<file path="config.mk">
export PLATFORM = sky130hd
export DESIGN_NAME = fir_mac_engine
export DESIGN_NICKNAME = d
export VERILOG_FILES = /design/src/rtl/fir_pkg.sv /design/src/rtl/sample_ring.sv /design/src/rtl/fir_mac_engine.sv
export SDC_FILE = /design/constraint.sdc
export NUM_CORES = 2
export LEC_CHECK = 0
export CAP_MARGIN = 20
export CORE_MARGIN = 1.5
export CORE_UTILIZATION = 64
export CTS_CLUSTER_SIZE = 20
export DETAILED_ROUTE_END_ITERATION = 8
export GPL_TIMING_DRIVEN = 0
export PLACE_DENSITY = 0.82
export SETUP_SLACK_MARGIN = 0.05
export SYNTH_ARGS = -nofsm -noshare
export SYNTH_HDL_FRONTEND = slang
export SYNTH_SLANG_ARGS = --single-unit
</file>
<file path="constraint.sdc">
create_clock -name clk -period 14.1 [get_ports clk]
set_input_delay 3.525 -clock clk [delete_from_list [all_inputs] [get_ports clk]]
set_output_delay 3.525 -clock clk [all_outputs]
set_load 0.02 [all_outputs]
</file>
<file path="src/rtl/fir_pkg.sv">
// fir_pkg: shared definitions for the time-multiplexed FIR engine.
//   fir_state_e  - engine FSM states
//   acc_width()  - accumulator width: full 2N-bit product plus log2(TAPS) growth bits
//   taps_legal() - TAPS must be a power of two in 2..64; the parallel chain uses the same check
package fir_pkg;

    typedef enum logic [1:0] {
        IDLE = 2'd0,
        MAC  = 2'd1,
        HOLD = 2'd2
    } fir_state_e;

    function automatic int acc_width(input int n, input int taps);
        return 2 * n + $clog2(taps);
    endfunction

    function automatic bit taps_legal(input int taps);
        return (taps >= 2) && (taps <= 64) && ((taps & (taps - 1)) == 0);
    endfunction

endpackage

</file>
<file path="src/rtl/sample_ring.sv">
// sample_ring: TAPS x N circular sample history.
//   clk, rst   - clock, asynchronous active-low reset (clears history and pointer)
//   we, wdata  - write wdata at the write pointer, then advance the pointer
//   rd_off     - read offset from the newest sample (0 = newest)
//   rdata      - combinational read data
module sample_ring
    import fir_pkg::*;
#(
    parameter int N    = 32,
    parameter int TAPS = 8
) (
    input  logic                      clk,
    input  logic                      rst,
    input  logic                      we,
    input  logic signed [N-1:0]       wdata,
    input  logic [$clog2(TAPS)-1:0]   rd_off,
    output logic signed [N-1:0]       rdata
);

    localparam int PW = $clog2(TAPS);

    logic [PW-1:0]        wptr_q;
    logic signed [N-1:0]  mem_q [TAPS];
    logic [PW-1:0]        rd_idx;

    // wptr points at the next free slot, so the newest sample lives at wptr-1.
    // TAPS is a power of two, so the pointer width gives the modulo for free.
    assign rd_idx = wptr_q - PW'(1) - rd_off;
    assign rdata  = mem_q[rd_idx];

    always_ff @(posedge clk or negedge rst) begin
        if (!rst) begin
            wptr_q <= '0;
            for (int i = 0; i < TAPS; i++) begin
                mem_q[i] <= '0;
            end
        end else if (we) begin
            mem_q[wptr_q] <= wdata;
            wptr_q        <= wptr_q + PW'(1);
        end
    end

endmodule

</file>
<file path="src/rtl/fir_mac_engine.sv">
// fir_mac_engine: FIR filter sharing one multiplier across TAPS cycles per output.
//   clk, rst              - clock, asynchronous active-low reset
//   ena                   - global enable; low freezes all state
//   x_in/x_valid/x_ready  - sample input handshake
//   coef_we/addr/data     - coefficient write port (accepted only while idle)
//   coef_err              - one-cycle pulse when a coefficient write is dropped
//   y_out/y_valid/y_ready - result output handshake (low N bits of the accumulator)
//
// state | meaning
// IDLE  | waiting for a sample; coefficient writes accepted
// MAC   | one tap per cycle, newest sample first (k = 0..TAPS-1)
// HOLD  | result presented on y_out until the downstream takes it
module fir_mac_engine
    import fir_pkg::*;
#(
    parameter int N    = 32,
    parameter int TAPS = 8
) (
    input  logic                      clk,
    input  logic                      rst,
    input  logic                      ena,
    input  logic signed [N-1:0]       x_in,
    input  logic                      x_valid,
    output logic                      x_ready,
    input  logic                      coef_we,
    input  logic [$clog2(TAPS)-1:0]   coef_addr,
    input  logic signed [N-1:0]       coef_data,
    output logic                      coef_err,
    output logic signed [N-1:0]       y_out,
    output logic                      y_valid,
    input  logic                      y_ready
);

    localparam int KW    = $clog2(TAPS);
    localparam int P_W   = 2 * N;
    localparam int ACC_W = acc_width(N, TAPS);

    generate
        if (!taps_legal(TAPS)) begin : g_bad_taps
            $error("fir_mac_engine: TAPS must be a power of two in 2..64");
        end
    endgenerate

    fir_state_e              state_q, state_d;
    logic [KW-1:0]           k_q, k_d;
    logic signed [ACC_W-1:0] acc_q, acc_d;
    logic signed [N-1:0]     y_out_q, y_out_d;
    logic                    y_valid_q, y_valid_d;
    logic                    coef_err_q, coef_err_d;
    logic                    accept;
    logic                    coef_wr;

    logic signed [N-1:0]     coef_q [TAPS];
    logic signed [N-1:0]     hist_rd;
    logic signed [P_W-1:0]   hist_ext, coef_ext, prod;

    sample_ring #(
        .N    (N),
        .TAPS (TAPS)
    ) u_ring (
        .clk    (clk),
        .rst    (rst),
        .we     (accept),
        .wdata  (x_in),
        .rd_off (k_q),
        .rdata  (hist_rd)
    );

    // Operands are sign-extended to 2N first so the product is exact.
    assign hist_ext = P_W'(hist_rd);
    assign coef_ext = P_W'(coef_q[k_q]);
    assign prod     = hist_ext * coef_ext;

    // Gated by rst so ready is low while reset is held, high right after release.
    assign x_ready  = rst && ena && (state_q == IDLE);

    assign y_out    = y_out_q;
    assign y_valid  = y_valid_q;
    assign coef_err = coef_err_q;

    always_comb begin
        state_d    = state_q;
        k_d        = k_q;
        acc_d      = acc_q;
        y_out_d    = y_out_q;
        y_valid_d  = y_valid_q;
        coef_err_d = 1'b0;
        accept     = 1'b0;
        coef_wr    = 1'b0;

        if (ena) begin
            case (state_q)
                IDLE: begin
                    // A write in the accepting cycle lands before the first MAC read.
                    coef_wr = coef_we;
                    if (x_valid && x_ready) begin
                        accept  = 1'b1;
                        acc_d   = '0;
                        k_d     = '0;
                        state_d = MAC;
                    end
                end
                MAC: begin
                    coef_err_d = coef_we;
                    acc_d      = acc_q + ACC_W'(prod);
                    k_d        = k_q + KW'(1);
                    if (k_q == KW'(TAPS - 1)) begin
                        y_out_d   = acc_d[N-1:0];
                        y_valid_d = 1'b1;
                        state_d   = HOLD;
                    end
                end
                HOLD: begin
                    coef_err_d = coef_we;
                    if (y_ready) begin
                        y_valid_d = 1'b0;
                        state_d   = IDLE;
                    end
                end
                default: begin
                    state_d = IDLE;
                end
            endcase
        end
    end

    always_ff @(posedge clk or negedge rst) begin
        if (!rst) begin
            state_q    <= IDLE;
            k_q        <= '0;
            acc_q      <= '0;
            y_out_q    <= '0;
            y_valid_q  <= 1'b0;
            coef_err_q <= 1'b0;
        end else begin
            state_q    <= state_d;
            k_q        <= k_d;
            acc_q      <= acc_d;
            y_out_q    <= y_out_d;
            y_valid_q  <= y_valid_d;
            coef_err_q <= coef_err_d;
        end
    end

    always_ff @(posedge clk or negedge rst) begin
        if (!rst) begin
            for (int i = 0; i < TAPS; i++) begin
                coef_q[i] <= '0;
            end
        end else if (coef_wr) begin
            coef_q[coef_addr] <= coef_data;
        end
    end

endmodule
</file>
## Word level (Yosys, flattened, before mapping)

Index checks and enable logic that the tools add are counted.

| operators by class | value |
|---|---|
| add/sub/neg operators | 5 |
| multipliers | 1 |
| $lt $le $gt $ge | 6 |
| eq/ne operators | 6 |
| multiplexer cells | 30 |
| bitwise gates (word level) | 4 |
| reductions and logical operators | 13 |

Operators with widths:

| kind | count |
|---|---|
| bitwise mux 256 bit | 2 |
| binary-select mux 32 bit (select 3 bit) | 2 |
| demux 32 bit (select 3 bit) | 2 |
| two-way mux 32 bit | 6 |
| case mux 67 bit (2 select lines) | 1 |
| adder 67 x 64 -> 67 bit | 1 |
| two-way mux 67 bit | 1 |
| multiplier 32 x 32 -> 64 bit | 1 |
| >= comparator 4 bit (second input constant) | 4 |
| inverter 3 -> 4 bit | 4 |
| two-way mux 1 bit | 9 |
| < comparator 4 x 1 -> 1 bit (second input constant) | 2 |
| AND reduction 4 bit | 2 |
| adder 3 x 1 -> 3 bit (second input constant) | 2 |
| two-way mux 2 bit | 3 |
| case mux 2 bit (3 select lines) | 1 |
| case mux 3 bit (2 select lines) | 1 |
| AND reduction 3 bit | 2 |
| logical AND 1 bit | 5 |
| inequality test 2 bit (second input constant) | 2 |
| nonzero test 2 bit | 2 |
| equality test 3 bit (second input constant) | 1 |
| two-way mux 3 bit | 1 |
| subtractor 3 x 1 -> 3 bit (second input constant) | 1 |
| other kinds (7) | 7 |

| storage, ports and cells | value |
|---|---|
| register bits after elaboration | 621 |
| output and inout port bits | 35 |

## Longest topological paths before layout

| logic depth | value |
|---|---|
| depth after elaboration | 9 |
| mapped depth | 45 |

## Hierarchy

From an unflattened synthesis, not the netlist that was laid out.

| unflattened totals | value |
|---|---|
| cells, all modules | 3513 |
| area total of the unflattened synthesis | 43289.0 µm² |

By module, submodules not included:

| module | instances | cells each | area an instance (µm²) | sequential area each (µm²) |
|---|---|---|---|---|
| fir_mac_engine | 1 | 2836 | 31497.7 | 8182.8 |
| sample_ring | 1 | 677 | 11791.3 | 6481.2 |

## Least setup slack after synthesis

OpenSTA, ideal clock, no wires.

| timing path | value |
|---|---|
| path kind | reg-to-reg |
| start point | register k_q[1] |
| end point | register acc_q[29] |
| arrival | 10.221 ns |
| data required time | 13.962 ns |
| setup slack | 3.742 ns |
| stages on the path, launching flop included | 42 |
| period minus slack after synthesis | 10.358 ns |
| cell sequence | dfrtp_1 -> buf_2 -> buf_2 -> buf_2 -> buf_2 -> buf_2 -> inv_1 -> fa_1 -> xnor2_1 -> buf_4 -> buf_4 -> nand2_1 -> a311oi_1 -> a211oi_1 -> or4_1 -> clkbuf_1 -> clkbuf_1 -> or2_2 -> [6 not listed] -> fa_1 -> fa_1 -> inv_1 -> fa_1 -> inv_1 -> fa_1 -> inv_1 -> ha_1 -> a21o_1 -> a21o_1 -> a21o_1 -> a21o_1 -> a21oi_1 -> o31ai_1 -> a21bo_2 -> a21o_1 -> a211oi_1 -> o32ai_1 |

| between the ends | value |
|---|---|
| word-level cells in the longest chain between the ends | 8 |

RTL lines:

| what | RTL line | text |
|---|---|---|
| start, declared | fir_mac_engine.sv:45 | `logic [KW-1:0] k_q, k_d;` |
| start signal, assigned | fir_mac_engine.sv:137 | `k_q <= k_d;` |
| subtractor 3 bit | sample_ring.sv:28 | `assign rd_idx = wptr_q - PW'(1) - rd_off;` |
| inverter 3 -> 4 bit (implied by the code) | sample_ring.sv:29 | `assign rdata = mem_q[rd_idx];` |
| binary-select mux 32 bit (select 3 bit) | sample_ring.sv:29 |  |
| two-way mux 32 bit (implied by the code) (2 in series) | sample_ring.sv:29 |  |
| multiplier 32 x 32 -> 64 bit * | fir_mac_engine.sv:72 | `assign prod = hist_ext * coef_ext;` |
| adder 67 x 64 -> 67 bit * | fir_mac_engine.sv:105 | `acc_d = acc_q + ACC_W'(prod);` |
| case mux 67 bit (2 select lines) * | fir_mac_engine.sv:92 | `case (state_q)` |
| end signal, assigned | fir_mac_engine.sv:131 | `acc_q <= '0;` |
| end signal, assigned | fir_mac_engine.sv:138 | `acc_q <= acc_d;` |
| end, declared | fir_mac_engine.sv:46 | `logic signed [ACC_W-1:0] acc_q, acc_d;` |

Every way passes the cells marked *; elsewhere a longest branch is shown, timed or not. The select of a mux whose other input is x is not followed.
A chain may end at the register's enable or synchronous reset.

## Worst setup path after layout

| timing path | value |
|---|---|
| start point | register k_q[1] |
| end point | register acc_q[31] |

Same word-level chain as after synthesis.

==> flow_metrics.py <==
metrics = {
    "final_layout": {
        "final_net_count": 4539,
        "layout.cells.most_common": "sky130_fd_sc_hd__dfrtp_1",
        "area.growth.synth_to_final_pct": 9.810,
        "final_layout_size_suffix_gt1_share_pct": 23.41,
        "layout_common_cells": "586 x sky130_fd_sc_hd__dfrtp_1, 535 x sky130_fd_sc_hd__mux2_2, 534 x sky130_fd_sc_hd__inv_1, 439 x sky130_fd_sc_hd__fa_1, 334 x sky130_fd_sc_hd__nor2_1",
        "num-fill-cells": 4558,
    },
    "placed_design": {
        "detailedPlacementHpwl_um": 88530,
        "global_placer_s_final_weighted_congestion": 0.9958,
        "portBuffers": 106,
    },
    "flow_run": {
        "max_cap_violations": 0,
    },
    "drt": {
        "vias_per_cell": 6.215,
        "drt_pre_antenna_iters": 8,
        "drt_iter0_drc": 2810,
        "wire_per_inst_um": 25.02,
        "post-route-drc-count": 0,
        "wirelength_um": 119800,
        "ant_nets": 0,
        "via_count": 29750,
    },
    "floorplanning": {
        "design.die.area_um2": 69110,
        "io-pin-count": 108,
        "die_width_um": 262.9,
        "coreArea_um2": 67040,
        "core.rowCount": 95,
        "floorplan.initialDensity_pct": 64.48,
        "chipHeight_um": 262.9,
    },
    "timing": {
        "rsz0062_at_grt": "false",
        "tightestPinTransition_ns": 1.329,
        "timing_hold_violations_final": 0,
        "final_min_period_over_clock_period_pct": 97.01,
        "final_period_minus_worst_setup_slack_ns": 13.68,
        "clock-skew-final_ns": 0.04055,
        "drv_slew": 0,
        "clock.fmax_mhz": 73.11,
        "setup_violations": 0,
        "summed_negative_setup_slack_over_all_endpoints_ns": 0,
        "maxSlewHeadroom_pct": 11.40,
    },
    "hold_path": {
        "min_path_type": "flop to flop",
    },
    "clock_tree": {
        "cts_setup_buffers": 0,
        "clock_path_buffers": 3,
        "ctsRootBufferMaster": "sky130_fd_sc_hd__clkbuf_16",
        "cts_tree": "yes",
        "ctsHoldBuffers": 0,
        "clock_latency_ns": 0.65,
        "clk_pin_slew_ns": 0.06,
        "h-tree-depth": 2,
        "cts.repair.resized": 0,
        "cts.sink_count": 586,
        "numCtsBuffers": 58,
    },
    "setup_path": {
        "worst-endpoint-arrival_ns": 14.15,
        "critPathKind": "flop to flop",
        "crit_path_max_incr_delay_ns": 0.85,
        "endpoint_kind": "flop",
        "cp-start-kind": "flop",
        "critPathSlowestCell": "sky130_fd_sc_hd__o31ai_1",
        "worst_ep_required_time_ns": 14.57,
        "crit_path_max_fanout": 10,
        "regToRegSetupSlack_ns": 0.42,
    },
    "synthesis": {
        "synth-async-reset-ratio_pct": 100.0,
        "synth-edff-count": 0,
        "synth_area_leader_cell": "sky130_fd_sc_hd__dfrtp_1",
        "yosys_register_bits": 586,
        "postSynthAreaPerCell_um2": 11.74,
        "yosysWarningCount": 0,
        "yosys.area.top_type_share_pct": 33.92,
        "synth.net_count": 4353,
        "ys.flop_type": "sky130_fd_sc_hd__dfrtp_1",
        "netlist_instances": 3682,
        "ys_seq_area_share_pct": 33.92,
        "synth.lib_cells_used.distinct": 68,
        "post_synth_instance_area_um2": 43230,
        "synth.top_cells.by_area": "sky130_fd_sc_hd__dfrtp_1 34%, sky130_fd_sc_hd__fa_1 20%, sky130_fd_sc_hd__mux2_2 14%, sky130_fd_sc_hd__mux4_2 5.4%, sky130_fd_sc_hd__inv_1 4.6%",
    },
    "global_route": {
        "vias_in_the_first_global_route": 31660,
        "grt_first_pass_wirelength_um": 185400,
        "grt_start_max_net_pins": 117,
        "gr-total-overflow": 0,
        "grt_antenna_before_repair": 6,
        "grt_usage_pct": 35.55,
    },
    "status": {
        "result_of_the_run": "finished clean",
    },
}
-- registers in the layout, summed over array words and instances (netlist names) --
name / cells
k_q: 3
coef_err: 1
acc_q: 32
u_ring.wptr_q: 3
y_out: 32
u_ring.mem_q: 256
state_q: 2
y_valid: 1
coef_q: 256
-- metal layers --
layer / global-route usage [%] / routed length [µm] / vias up / part of all wire (%)
li1: - / - / 12340 / -
met1: 46.69 / 45010 / 15350 / 38
met2: 55.36 / 55540 / 1614 / 46
met3: 7.815 / 11440 / 451 / 9.6
met4: 20.15 / 7771 / 0 / 6.5
met5: 0 / 0 / - / 0
-- cell families (layout without fill, tap and decap cells) --
| family | count (synthesis) | after routing | share of synthesized area [%] |
|---|---|---|---|
| buffers and inverters | 731 | 957 | 6.669 |
| flip-flops | 586 | 586 | 33.92 |
| multiplexers | 713 | 713 | 21.32 |
| other | 0 | 6 | 0 |
| XOR/XNOR | 88 | 88 | 2.000 |
| AND/OR/NAND/NOR | 785 | 785 | 8.553 |
| AO/OA/AOI/OAI | 181 | 181 | 2.596 |
| adder cells (fa/ha/maj) | 598 | 598 | 24.93 |
-- cell type report --
cell class,count,area (µm²),area share [%]
flip-flops and latches,586,14660,30.89
well taps,873,1092,2.301
diodes,6,15.01,0.03163
clock inverters,17,128.9,0.2715
inverters,534,2004,4.223
clock buffers,83,1687,3.553
plain buffers,197,878.3,1.850
repair buffers,126,1314,2.768
multi-input cells,2365,25680,54.11
-- critical path: cells and delay by family, from the launching register on --
kind | cells | cell delay, ns
adders and majority gates | 10 | 4.76
and+or+nand+nor | 4 | 1.29
AOI/OAI and AO/OA | 5 | 1.68
DFF | 1 | 0.37
xor gates and xnor gates | 1 | 0.35
buffers and inverters | 17 | 5.02
-- synthesized netlist by cell type (all sizes together) (5+ instances only) --
| cell type | number |
|---|---|
| dfrtp | 586 |
| mux2 | 535 |
| inv | 534 |
| fa | 439 |
| nor2 | 335 |
| ha | 159 |
| clkbuf | 142 |
| nand2 | 134 |
| mux4 | 108 |
| or2 | 108 |
| nand2b | 82 |
| o21ai | 82 |
| mux2i | 70 |
| xnor2 | 65 |
| buf | 55 |
| nand3 | 37 |
| nor3 | 32 |
| a21o | 22 |
| a21oi | 22 |
| xor2 | 17 |
| nor2b | 14 |
| o22ai | 9 |
| a211oi | 7 |
| a31oi | 7 |
| a32oi | 6 |
| and3 | 6 |
| nor3b | 5 |
| or3 | 5 |
| xnor3 | 5 |
-- per-stage QoR --
step	utilization (%)	setup WS (ns)	hold WS, ns	cells	instance area (µm²)
after floorplan	-	3.742	0.4498	3682	43230
after global placement	67.69	-16.67	0.4643	4661	45380
after detailed placement	68.03	0.7804	0.4690	4676	45610
after CTS	70.74	0.7477	0.4833	4776	47420
after global routing	70.79	0.2346	0.5104	4783	47460
final	70.80	0.4218	0.4761	4787	47470
-- path summary, 6_finish.rpt --
path	from	endpoint	cells after the start
max	k_q[1]	acc_q[31]	37
min	y_valid	y_valid	2
max reg2reg	k_q[1]	acc_q[31]	37
min reg2reg	y_valid	y_valid	2
max in group asynchronous	rst	acc_q[1]	6
min in group asynchronous	rst	u_ring.mem_q[76]	1
Power is not shown: default switching activity piles up to over one toggle a cycle in this logic, so the estimate is an artifact.
